<file path="src/rtl/alu_issue_ctl.sv">
// Issue/writeback controller that feeds a combinational ALU from a small register file.
// Optional immediate operand B is enabled by defining ALU_CTL_IMM_EN.
//
// state    | meaning
// ---------+-----------------------------------------------------------
// S_IDLE   | ready for an instruction; operands latched on accept
// S_EXEC   | ALU evaluates; flags and writeback captured at end of cycle
// S_RETIRE | done pulse; back to idle on next edge
module alu_issue_ctl #(
  parameter int NREGS  = 8,
  parameter int REG_AW = 3
) (
  input  logic              clk,
  input  logic              resetn,
  input  logic              instr_valid,
  output logic              instr_ready,
  input  logic [3:0]        op,
  input  logic [REG_AW-1:0] ra,
  input  logic [REG_AW-1:0] rb,
`ifdef ALU_CTL_IMM_EN
  input  logic              imm_sel,
  input  logic [15:0]       imm,
`endif
  output logic [3:0]        alux,
  output logic [15:0]       arga,
  output logic [15:0]       argb,
  input  logic [15:0]       result,
  input  logic              sign,
  input  logic              carry,
  input  logic              zero,
  input  logic              parity,
  output logic [3:0]        flags,
  output logic              done,
  input  logic              wr_en,
  input  logic [REG_AW-1:0] wr_addr,
  input  logic [15:0]       wr_data,
  input  logic [REG_AW-1:0] rd_addr,
  output logic [15:0]       rd_data
);

  localparam logic [3:0] OP_CMP = 4'b1110;

  typedef enum logic [1:0] {S_IDLE, S_EXEC, S_RETIRE} state_t;

  state_t            state;
  logic [REG_AW-1:0] dst;
  logic [15:0]       regs [NREGS];
  logic [15:0]       opb;

`ifdef ALU_CTL_IMM_EN
  assign opb = imm_sel ? imm : regs[rb];
`else
  assign opb = regs[rb];
`endif

  assign rd_data = regs[rd_addr];

  // Writeback is assigned after the external write so it wins on a shared target.
  always_ff @(posedge clk or negedge resetn) begin
    if (!resetn) begin
      state       <= S_IDLE;
      instr_ready <= 1'b1;
      done        <= 1'b0;
      alux        <= '0;
      arga        <= '0;
      argb        <= '0;
      flags       <= '0;
      dst         <= '0;
      for (int i = 0; i < NREGS; i++) regs[i] <= '0;
    end else begin
      if (wr_en) regs[wr_addr] <= wr_data;
      done <= 1'b0;
      case (state)
        S_IDLE: begin
          if (instr_valid) begin
            alux        <= op;
            arga        <= regs[ra];
            argb        <= opb;
            dst         <= ra;
            instr_ready <= 1'b0;
            state       <= S_EXEC;
          end
        end
        S_EXEC: begin
          flags <= {sign, carry, zero, parity};
          if (alux != OP_CMP) regs[dst] <= result;
          done  <= 1'b1;
          state <= S_RETIRE;
        end
        S_RETIRE: begin
          instr_ready <= 1'b1;
          state       <= S_IDLE;
        end
        default: begin
          instr_ready <= 1'b1;
          state       <= S_IDLE;
        end
      endcase
    end
  end

endmodule

</file>
<file path="config.mk">
export PLATFORM = sky130hd
export DESIGN_NAME = alu_issue_ctl
export DESIGN_NICKNAME = d
export VERILOG_FILES = /design/src/rtl/alu_issue_ctl.sv
export SDC_FILE = /design/constraint.sdc
export NUM_CORES = 1
export LEC_CHECK = 0
export BUFFER_PORTS_ARGS = -buffer_cell sky130_fd_sc_hd__clkbuf_2
export CORE_ASPECT_RATIO = 1.1
export CORE_UTILIZATION = 40
export DETAILED_ROUTE_END_ITERATION = 12
export PLACE_DENSITY = 0.62
export SYNTH_ARGS = -nofsm -noshare
export SYNTH_HDL_FRONTEND = slang
export SYNTH_SLANG_ARGS = --single-unit
</file>
<file path="constraint.sdc">
create_clock -name clk -period 5.1 [get_ports clk]
set_input_delay 0.765 -clock clk [delete_from_list [all_inputs] [get_ports clk]]
set_output_delay 0.765 -clock clk [all_outputs]
set_load 0.03 [all_outputs]
</file>
==> flow_results.xml <==
<?xml version="1.0" encoding="UTF-8"?>
<metrics>
  <group name="sta">
    <metric name="fin_crit" unit="ns">3.46</metric>
    <metric name="final.setup_skew" unit="ns">0.00849</metric>
    <metric name="tightest_slew" unit="ns">1.25</metric>
    <metric name="rsz0062_at_grt" unit="">false</metric>
    <metric name="final.period_utilization" unit="">0.678</metric>
    <metric name="timing.slew.headroom" unit="">0.161</metric>
    <metric name="finalSetupViolations" unit="">0</metric>
    <metric name="maxSlewViolCount" unit="">0</metric>
    <metric name="fin_setup_tns" unit="ns">0</metric>
    <metric name="timing.final.hold_violations" unit="">0</metric>
    <metric name="max_freq" unit="MHz">289</metric>
  </group>
  <group name="clock_network">
    <metric name="cts.repair_timing.setup_buffer_count" unit="">0</metric>
    <metric name="worst_setup_hold_path_clk_slew" unit="ns">0.07</metric>
    <metric name="cts_root_buffer" unit="">clkbuf_16</metric>
    <metric name="h_tree_depth" unit="">4</metric>
    <metric name="ctsHoldBuffers" unit="">0</metric>
    <metric name="cts.repair.resized" unit="">0</metric>
    <metric name="cts_tree" unit="">built</metric>
    <metric name="insertion_delay" unit="ns">0.44</metric>
    <metric name="cts_inserted_buffers" unit="">17</metric>
    <metric name="cts_sinks" unit="">175</metric>
    <metric name="cts_max_path_buffers" unit="">2</metric>
  </group>
  <group name="layout">
    <metric name="num-fill-cells" unit="">2603</metric>
    <metric name="commonest_non_fill_non_tap_cell_in_the_layout" unit="">dfrtp_1</metric>
    <metric name="synthToLayoutAreaGrowth" unit="%">11.5</metric>
    <metric name="nNetsFinal" unit="">981</metric>
    <metric name="utilization" unit="">0.455</metric>
    <metric name="finish.instance_area" unit="sq mm">0.0127</metric>
    <metric name="mostFrequentLayoutCells" unit="">174 x dfrtp_1, 171 x mux2_2, 166 x mux2_1</metric>
    <metric name="share_of_final_layout_standard_cells_stronger_than_drive_strength_1" unit="">0.414</metric>
    <metric name="multi_input_area" unit="sq mm">0.00661</metric>
    <metric name="regArea" unit="sq mm">0.00438</metric>
  </group>
  <group name="detailed_routing">
    <metric name="wl_met2" unit="um">16200</metric>
    <metric name="wirelength" unit="um">32500</metric>
    <metric name="detail_route.wl_per_cell" unit="um">25.0</metric>
    <metric name="detail_route.drc_violations" unit="">0</metric>
    <metric name="met3_wirelength" unit="um">1550</metric>
    <metric name="vias_per_cell" unit="">5.90</metric>
    <metric name="first_iter_violations" unit="">463</metric>
    <metric name="drt-met1-wl" unit="um">14200</metric>
    <metric name="postRouteAntennaNets" unit="">0</metric>
    <metric name="topRoutingLayerUsed" unit="">met4</metric>
    <metric name="detailedRoute.firstPassIterationCount" unit="">5</metric>
    <metric name="detailroute.via_count" unit="">7680</metric>
  </group>
  <group name="grt">
    <metric name="antenna_violations_before_repair" unit="">1</metric>
    <metric name="grt_pass1_vias" unit="">7803</metric>
    <metric name="groute.usage.overall" unit="">0.231</metric>
    <metric name="grt_first_pass_wirelength" unit="um">49500</metric>
    <metric name="global_route.overflow_total" unit="">0</metric>
    <metric name="grt_start_max_net_pins" unit="">105</metric>
  </group>
  <group name="placement">
    <metric name="gpl.final_weighted_congestion" unit="">0.778</metric>
    <metric name="placement.io_buffers" unit="">113</metric>
    <metric name="post-dp-hpwl" unit="um">19600</metric>
    <metric name="postPlaceCellArea" unit="sq mm">0.0121</metric>
  </group>
  <group name="floorplan">
    <metric name="floorplan_die_width" unit="um">163</metric>
    <metric name="core.rowCount" unit="">64</metric>
    <metric name="fp.dieArea" unit="sq mm">0.0291</metric>
    <metric name="io_pins" unit="">114</metric>
    <metric name="core-area" unit="sq mm">0.0279</metric>
    <metric name="floorplan.initialDensity" unit="">0.409</metric>
    <metric name="die_h" unit="um">179</metric>
  </group>
  <group name="synthesis">
    <metric name="synth.ff_latch_count" unit="">175</metric>
    <metric name="netlist-cell-type-count" unit="">31</metric>
    <metric name="synthCells" unit="">852</metric>
    <metric name="yosysWarningCount" unit="">0</metric>
    <metric name="synth.cell_area" unit="sq mm">0.0114</metric>
    <metric name="yosysSeqAreaShare" unit="">0.385</metric>
    <metric name="synthesis.nets" unit="">908</metric>
    <metric name="syn_avg_cell_area" unit="sq um">13.4</metric>
  </group>
  <group name="worst_setup_path">
    <metric name="crit_fanout" unit="">23</metric>
    <metric name="start_kind" unit="">primary input</metric>
    <metric name="cp.required" unit="ns">4.34</metric>
    <metric name="worst-endpoint-arrival" unit="ns">2.69</metric>
    <metric name="critical_path.endpoint_type" unit="">output port</metric>
    <metric name="critPathKind" unit="">primary input to output port</metric>
  </group>
  <group name="worst_hold_path">
    <metric name="min-delay-path-class" unit="">primary input to asynchronous set/reset pin</metric>
  </group>
  <group name="pwr">
    <metric name="vdd.ir_drop.worst" unit="mV">0.235</metric>
    <metric name="p_leak" unit="uW">0.00540</metric>
    <metric name="post-layout-total-power" unit="uW">6640</metric>
    <metric name="cellPowerDensity" unit="mW/mm^2">524</metric>
  </group>
  <group name="outcome">
    <metric name="result_of_the_run" unit="">completed</metric>
  </group>
  <group name="job">
    <metric name="timing.max_cap.violations" unit="">0</metric>
  </group>
</metrics>
## where the power goes
group / switching (uW) / internal, uW / leakage [uW]
registers: 620 / 2020 / 0.00206
logic: 1230 / 1450 / 0.00306
clock network: 565 / 764 / 0.000283
## kinds of logic (layout without fill, tap and decap cells)
| group | after synthesis | in the layout | synth area share |
|---|---|---|---|
| muxes | 443 | 443 | 0.466 |
| and+or+nand+nor | 66 | 66 | 0.0475 |
| AOI/OAI and AO/OA | 96 | 96 | 0.0637 |
| other | 0 | 1 | 0 |
| buffers and inverters | 72 | 157 | 0.0379 |
| DFF | 175 | 175 | 0.385 |
## metrics by stage
stage | hold slack (ns) | worst slack [ns] | cells
3_3_place_gp | 0.465 | 1.62 | 1269
5_1_grt | 0.507 | 1.50 | 1301
4_1_cts | 0.487 | 1.60 | 1300
3_5_place_dp | 0.473 | 1.61 | 1269
6_report | 0.460 | 1.64 | 1301
2_1_floorplan | 0.442 | 2.20 | 852
## flip-flops by register name, indices dropped and copies added, names as in the netlist
register / count
alux: 4
arga: 16
argb: 16
done: 1
dst: 3
flags: 4
instr_ready: 1
regs: 128
state: 2
## final cells by class
| class | count | area share |
|---|---|---|
| multi-input cells | 605 | 0.521 |
| flip-flops and latches | 175 | 0.345 |
| repair buffers | 125 | 0.0525 |
| well taps | 363 | 0.0358 |
| clock buffers | 19 | 0.0341 |
| clock inverters | 12 | 0.0113 |
| inverters | 1 | 0.000296 |
| diodes | 1 | 0.000197 |
## critical path, cell delays in order
cell and delay, ns:
clkbuf_2 0.34, buf_4 0.51, mux4_2 0.57, mux2_2 0.30, clkbuf_2 0.19
## Yosys cell counts
cell,number,area share
dfrtp_1,174,0.38
mux2_2,171,0.17
mux2_1,166,0.16
mux2i_1,64,0.056
nand2_1,34,0.011
mux4_2,32,0.063
o31ai_1,32,0.021
a22o_1,30,0.023
o22ai_1,30,0.016
buf_2,27,0.012
clkbuf_1,22,0.0073
buf_6,10,0.0099
mux2_4,10,0.013
buf_4,8,0.0053
nand4_4,5,0.0093
nor2_1,5,0.0016
nor2b_1,5,0.0027
nand4b_4,4,0.0084
o2bb2ai_1,4,0.0031
nand4b_2,3,0.0040
nor4bb_2,3,0.0043
buf_1,2,0.00066
buf_8,2,0.0026
nand2b_1,2,0.0011
and2_1,1,0.00055
and2b_1,1,0.00066
dfstp_2,1,0.0023
inv_2,1,0.00033
nand4b_1,1,0.00077
nor4b_4,1,0.0021
or3b_1,1,0.00077
## path summary, 6_finish.rpt
kind                            startpoint    endpoint  slack, ns  cells after the start
worst max-delay path            rd_addr[0]  rd_data[6]       1.64                      5
max in group asynchronous           resetn   regs[111]       3.48                      2
worst max register to register    state[1]    regs[74]       2.24                      3
worst min register to register    arga[15]    arga[15]       0.48                      2
worst min-delay path                resetn     regs[1]       0.46                      1
min in group clk                  arga[15]    arga[15]       0.48                      2
## per-layer routing
layer  track usage  vias up
met5             0        -
met4        0.0740        0
met3        0.0391       43
met2         0.387      184
met1         0.304     4019
li1              -     3434
No activity file was read; power rests on OpenSTA's default activity.
